--- src/rtl/comb_decimator.sv ---
// comb_decimator: decimating comb section of a CIC decimator.
// Keeps every R-th strobed input sample, runs the decimated stream through
// STAGES comb stages y = x - x[n-M], and registers the truncated result
// into a held output with a single-cycle strobe.
// Latency from the edge accepting the kept sample to the output strobe is
// STAGES+1 cycles: decimation register, STAGES comb registers, output register.
module comb_decimator #(
  parameter int DATA_WIDTH_INP = 32,
  parameter int DATA_WIDTH_OUT = 32,
  parameter int R              = 8,
  parameter int M              = 1,
  parameter int STAGES         = 3
) (
  input  logic                              clk,
  input  logic                              reset_n,
  input  logic                              clear,
  input  logic signed [DATA_WIDTH_INP-1:0]  inp_samp_data,
  input  logic                              inp_samp_str,
  output logic signed [DATA_WIDTH_OUT-1:0]  out_samp_data,
  output logic                              out_samp_str
);

  localparam int CNT_W = (R > 1) ? $clog2(R) : 1;
  localparam logic [CNT_W-1:0] CNT_LAST = CNT_W'(R - 1);

  // Output is the top DATA_WIDTH_OUT bits of the comb result: plain truncation.
  function automatic logic signed [DATA_WIDTH_OUT-1:0] f_trunc(
    input logic signed [DATA_WIDTH_INP-1:0] v
  );
    return v[DATA_WIDTH_INP-1 -: DATA_WIDTH_OUT];
  endfunction

  logic [CNT_W-1:0]                 r_cnt;
  logic signed [DATA_WIDTH_INP-1:0] r_dec_p0;
  logic                             r_vld_p0;
  logic                             w_keep;

  // Comb chain taps: index 0 is the decimated sample, index k+1 is stage k.
  logic [STAGES:0][DATA_WIDTH_INP-1:0] w_x;
  logic [STAGES:0]                     w_vld;

  logic signed [DATA_WIDTH_OUT-1:0] r_out;
  logic                             r_out_vld;

  assign w_keep = inp_samp_str && (r_cnt == CNT_LAST);

  // ---- stage p0: decimation counter and decimation register ----
  // Count input strobes modulo R and capture the R-th sample.
  always_ff @(posedge clk or negedge reset_n) begin
    if (!reset_n) begin
      r_cnt    <= '0;
      r_dec_p0 <= '0;
      r_vld_p0 <= 1'b0;
    end else if (clear) begin
      r_cnt    <= '0;
      r_dec_p0 <= '0;
      r_vld_p0 <= 1'b0;
    end else begin
      r_vld_p0 <= w_keep;
      if (inp_samp_str) begin
        r_cnt <= w_keep ? '0 : r_cnt + 1'b1;
      end
      if (w_keep) begin
        r_dec_p0 <= inp_samp_data;
      end
    end
  end

  assign w_x[0]   = r_dec_p0;
  assign w_vld[0] = r_vld_p0;

  // ---- stages p1..pSTAGES: comb stages ----
  for (genvar k = 0; k < STAGES; k++) begin : g_comb
    logic signed [DATA_WIDTH_INP-1:0] r_comb_p;
    logic                             r_vld_p;
    logic signed [DATA_WIDTH_INP-1:0] r_dly [M];
    logic signed [DATA_WIDTH_INP-1:0] w_in;

    assign w_in = $signed(w_x[k]);

    // On each input strobe: y = x - x delayed by M strobes, then shift the delay line.
    always_ff @(posedge clk or negedge reset_n) begin
      if (!reset_n) begin
        r_comb_p <= '0;
        r_vld_p  <= 1'b0;
        for (int j = 0; j < M; j++) r_dly[j] <= '0;
      end else if (clear) begin
        r_comb_p <= '0;
        r_vld_p  <= 1'b0;
        for (int j = 0; j < M; j++) r_dly[j] <= '0;
      end else begin
        r_vld_p <= w_vld[k];
        if (w_vld[k]) begin
          r_comb_p <= w_in - r_dly[M-1];
          r_dly[0] <= w_in;
          for (int j = 1; j < M; j++) r_dly[j] <= r_dly[j-1];
        end
      end
    end

    assign w_x[k+1]   = r_comb_p;
    assign w_vld[k+1] = r_vld_p;
  end

  // ---- output stage: truncate and hold between strobes ----
  // Register the final comb result and its single-cycle strobe.
  always_ff @(posedge clk or negedge reset_n) begin
    if (!reset_n) begin
      r_out     <= '0;
      r_out_vld <= 1'b0;
    end else if (clear) begin
      r_out     <= '0;
      r_out_vld <= 1'b0;
    end else begin
      r_out_vld <= w_vld[STAGES];
      if (w_vld[STAGES]) begin
        r_out <= f_trunc($signed(w_x[STAGES]));
      end
    end
  end

  assign out_samp_data = r_out;
  assign out_samp_str  = r_out_vld;

endmodule

--- config.mk ---
export PLATFORM = sky130hd
export DESIGN_NAME = comb_decimator
export DESIGN_NICKNAME = d
export VERILOG_FILES = /design/src/rtl/comb_decimator.sv
export SDC_FILE = /design/constraint.sdc
export NUM_CORES = 1
export LEC_CHECK = 0
export CAP_MARGIN = 20
export CORE_MARGIN = 2
export CORE_UTILIZATION = 56
export DETAILED_ROUTE_END_ITERATION = 16
export GPL_ROUTABILITY_DRIVEN = 0
export HOLD_SLACK_MARGIN = 0.12
export PLACE_DENSITY = 0.89
export SYNTH_ARGS = -nofsm -noshare
export SYNTH_HDL_FRONTEND = slang
export SYNTH_SLANG_ARGS = --single-unit
--- constraint.sdc ---
create_clock -name clk -period 3.2 [get_ports clk]
set_clock_uncertainty 0.15 [all_clocks]
set_input_delay 0.64 -clock clk [delete_from_list [all_inputs] [get_ports clk]]
set_output_delay 0.64 -clock clk [all_outputs]
set_load 0.05 [all_outputs]
==> metrics list <==
- Adder-cell share of the synthesized area: 8.33%
- After routing the design area is 0.0174 mm2.
- In this run, synthesis inferred 0 flip-flops with an integrated enable.
* Worst-skew pair later-pin latency: 0.54 ns
- The worst hold path was traced through 2 stages.
- IR drop worst, VDD: 0.447 mV
* Worst-Margin Slew: ~0.94 ns
- Worst-case clock buffer depth: 3
- During I/O placement, the number of pins put on the boundary was 69.
- The commonest cells after synthesis are sky130_fd_sc_hd__dfrtp_1, sky130_fd_sc_hd__nor2_1, sky130_fd_sc_hd__mux2i_1.
- CTS Root Cell: sky130_fd_sc_hd__clkbuf_16
- Fill cells in the final layout number 2028.
* Post-synthesis cell type count: 75
* Antenna-violating nets left: 0
- The path with the worst hold slack has its endpoint at g_comb[2].r_dly[31]$_DFFE_PN0P_.
- Vias per Instance: 5.81
- The number of antenna diodes in the final layout is 0.
* Largest net degree at the start of global routing: 88
* Total Power: 6.61 mW
- Class of the most critical hold timing path: input pin to flip-flop
* Count of nets after finishing: between 1500 and 2000
- Core Area: 0.0270 mm2
* R2r startpoint: g_comb[0].r_dly[1]$_DFFE_PN0P_
* Gate count after technology mapping: 1613
* Die area: 0.0289 mm2
- Hold is met by 0.303 ns.
* Worst slew slack as a fraction of its limit: a little under two fifths
- The total overflow left after global routing is 0.
* Max-slew violation count: 0
- Top-area cell type share of the netlist area: 42.8%
- From left edge to right edge, the die measures around 170 um.
- Ranked by total cell area, the synthesized netlist is headed by sky130_fd_sc_hd__dfrtp_1, sky130_fd_sc_hd__mux2i_1, sky130_fd_sc_hd__ha_1.
- Summing the areas of all compound-gate instances in the mapped netlist gives between 10% and 20% of the synthesized area.
- After detailed routing, the number of remaining DRC violations is 0.
- Counting cells, the worst reg-to-reg path comes to 11.
- Part of the Yosys area used for sequential elements: a little over two fifths
- Largest driver fanout on the critical path: 4
- Main combinational cell family by area after synthesis: compound AO/OA/AOI/OAI gates
* Port Buf Inserts: 68
- In this run, CTS created clock tree buffers numbering 27.
* Data arrival time at the worst-slack endpoint: 3.35 ns
- For this run, the detailed router's first-pass iteration total came to 5.
- The initialized floorplan defines 60 standard-cell rows.
- # clock sinks: 264
- Average wire per standard cell: 15.6 um
- Compared with the post-synthesis result, the final layout area differs by 12.7%.
- The number of hold-slack violations in the final timing report was 0.
- Summed over all instances, the cell type with the most area after synthesis is sky130_fd_sc_hd__dfrtp_1.
- Synth Cell Area: about 0.015 mm2
- Library cell with the highest instance count after synthesis: sky130_fd_sc_hd__dfrtp_1
- The initial antenna violation count was 0.
- Pwr Density: 379 mW/mm2
- Outcome: complete, no violations
* Maxcap violations: 0
* Multiplexer share of the synthesized area: 11.9%
- The worst setup path is captured at a flip-flop.
- Number of setup violations in the final report: 0
- Mapped Avg Cell Area: around 9.6 um2
- Register clock-pin slew on the reported worst setup and hold paths: 0.06 ns
- F_max: 324 MHz
- Global-route wire length before repair: 54400 um
- The most used flip-flop cell after synthesis is sky130_fd_sc_hd__dfrtp_1.
- DP Wirelength: 22000 um
- For this run, asynchronously set or reset flops after synthesis account for 100%.
- Die H: 170 um
- In the final layout, the share of cells above drive strength 1 is 5.61%.
- After layout, the worst path uses a little under 100% of the clock period.
* Total cell area at the placement stage: 0.0164 mm2
* Final wirelength: 31400 um
- Summed over all cells, the static leakage comes to between 7 and 8 nW.
- The routed layout has 11700 vias.
* Kind of launch point of the worst setup path: flip-flop
* Required time of the critical path: 3.47 ns
* Global router's overall resource usage: 22.1%
- Synth Area in XOR/XNOR: under 10%
- The via count of the first global-routing pass came to 11600.
- The critical path in this run is classified as flip-flop to flip-flop.
* Simple logic cell fraction of the synthesized area: 12.9%
- The first routing iteration left 829 violations.
* Total number of H-tree levels: 1
- When the netlist entered floorplanning its net count stood at 1750.
- Worst hold start: clear
- The Yosys step of the flow raised 0 warnings.
- Summed over all failing endpoints, the final setup total negative slack is 0 ns.
- Min cycle time layout: 3.09 ns
* Internal reg-to-reg setup slack: 0.11 ns
- Capture point of the worst reg-to-reg path: g_comb[0].r_comb_p[31]$_DFFE_PN0P_
* CTS tree: yes
* Number of register bits inferred by synthesis: between 200 and 300
- The initial utilization of the core area, before any placement, comes to 57.1%.
[stage by stage]
stage               util (%)  setup slack (ns)  cells
floorplan                  -             0.208   1613
global route            64.4           -0.0382   2016
CTS                     64.1            0.0403   2013
finish                  64.4             0.114   2016
detailed placement      60.8            -0.114   1963
global placement        60.8            0.0155   1963
[logic make-up (layout without fill, tap and decap cells)]
group / count (synthesis) / in the layout
and+or+nand+nor: 454 / 454
AOI/OAI and AO/OA: 339 / 339
DFF: 264 / 264
buffers and inverters: 199 / 261
muxes: 183 / 183
adders and majority gates: 101 / 101
xor gates and xnor gates: 73 / 73
[metal layers]
metal | global-route usage (%) | up-vias | wire length [um]
met5 | 0 | - | 0
met4 | 5.95 | 0 | 777
met1 | 30.3 | 5596 | 14500
met2 | 37.4 | 319 | 14800
li1 | - | 5737 | -
met3 | 2.40 | 65 | 1330
[flip-flops by register name, indices dropped and copies added, names as in the netlist]
signal,cells
g_comb.r_dly,96
r_cnt,3
g_comb.w_in,32
g_comb.r_comb_p,96
out_samp_data,32
r_vld_p0,1
g_comb.r_vld_p,3
out_samp_str,1
[cell usage in the layout, fill, tap and decap left out, drive strengths merged, types with 4 or more instances in the layout]
| master | Yosys | layout |
|---|---|---|
| a21o | 39 | 39 |
| or3 | 4 | 4 |
| xnor2 | 50 | 50 |
| inv | 118 | 119 |
| nand3 | 19 | 19 |
| o21ai | 46 | 46 |
| dfrtp | 264 | 264 |
| o211ai | 10 | 10 |
| nand4 | 14 | 14 |
| nand2b | 13 | 13 |
| a31oi | 15 | 15 |
| or2 | 4 | 4 |
| xor2 | 23 | 23 |
| nor4 | 6 | 6 |
| o31ai | 10 | 10 |
| nor2 | 258 | 258 |
| o21bai | 9 | 9 |
| clkinv | 2 | 8 |
| buf | 24 | 25 |
| a21boi | 4 | 4 |
| a211oi | 17 | 17 |
| clkdlybuf4s50 | 0 | 66 |
| clkbuf | 55 | 38 |
| a21oi | 96 | 96 |
| a311o | 4 | 4 |
| mux2i | 182 | 182 |
| nor3 | 19 | 19 |
| a22o | 37 | 37 |
| nand2 | 72 | 72 |
| and3 | 9 | 9 |
| nor2b | 18 | 18 |
| ha | 98 | 98 |
| o21a | 13 | 13 |
| a41oi | 4 | 4 |
[worst max-delay path, cell delays in order, from the launching register on]
cell                       delay [ns]
sky130_fd_sc_hd__dfrtp_1         0.40
sky130_fd_sc_hd__inv_1           0.06
sky130_fd_sc_hd__ha_1            0.29
sky130_fd_sc_hd__nor2b_1         0.15
sky130_fd_sc_hd__o31a_1          0.28
sky130_fd_sc_hd__o21ai_0         0.31
sky130_fd_sc_hd__a21oi_1         0.20
sky130_fd_sc_hd__o211ai_1        0.32
sky130_fd_sc_hd__a31oi_1         0.21
sky130_fd_sc_hd__a31oi_1         0.25
sky130_fd_sc_hd__nor2_1          0.07
sky130_fd_sc_hd__a221o_1         0.27
[report_power, final]
group	internal [mW]	switching, mW	leakage (nW)
registers	3.34	0.00202	3.68
clock network	1.79	1.28	0.421
logic	0.0591	0.131	3.78
[repair_timing]
item / in CTS / in global routing
endpoints found under the setup margin: 2 / 9
hold buffers: 1 / 0
resized for setup: 3 / 10
pin swaps: 0 / 9
hold endpoints to repair: 82 / 0
buffers inserted: 0 / 3
[worst max-delay path by stage]
stage / start / to / slack, ns
after floorplan: g_comb[1].r_comb_p[0]$_DFFE_PN0P_ / g_comb[2].r_comb_p[30]$_DFFE_PN0P_ / 0.21
after global placement: g_comb[1].r_comb_p[0]$_DFFE_PN0P_ / g_comb[2].r_comb_p[28]$_DFFE_PN0P_ / 0.02
after detailed placement: g_comb[1].r_comb_p[0]$_DFFE_PN0P_ / g_comb[2].r_comb_p[28]$_DFFE_PN0P_ / -0.11
after CTS: g_comb[1].r_comb_p[0]$_DFFE_PN0P_ / g_comb[2].r_comb_p[28]$_DFFE_PN0P_ / 0.04
after global routing: g_comb[0].r_dly[1]$_DFFE_PN0P_ / g_comb[0].r_comb_p[31]$_DFFE_PN0P_ / -0.04
final: g_comb[0].r_dly[1]$_DFFE_PN0P_ / g_comb[0].r_comb_p[31]$_DFFE_PN0P_ / 0.11
[layout make-up]
cell class | count | area, um2 | share of cell area [%]
Clock inverter | 11 | 118 | 0.676
Sequential cell | 264 | 6610 | 38.0
Inverter | 120 | 450 | 2.59
Tap cell | 341 | 427 | 2.45
Multi-Input combinational cell | 1150 | 8160 | 46.9
Timing Repair Buffer | 92 | 895 | 5.14
Clock buffer | 38 | 747 | 4.29
No activity file was read; power rests on OpenSTA's default activity.
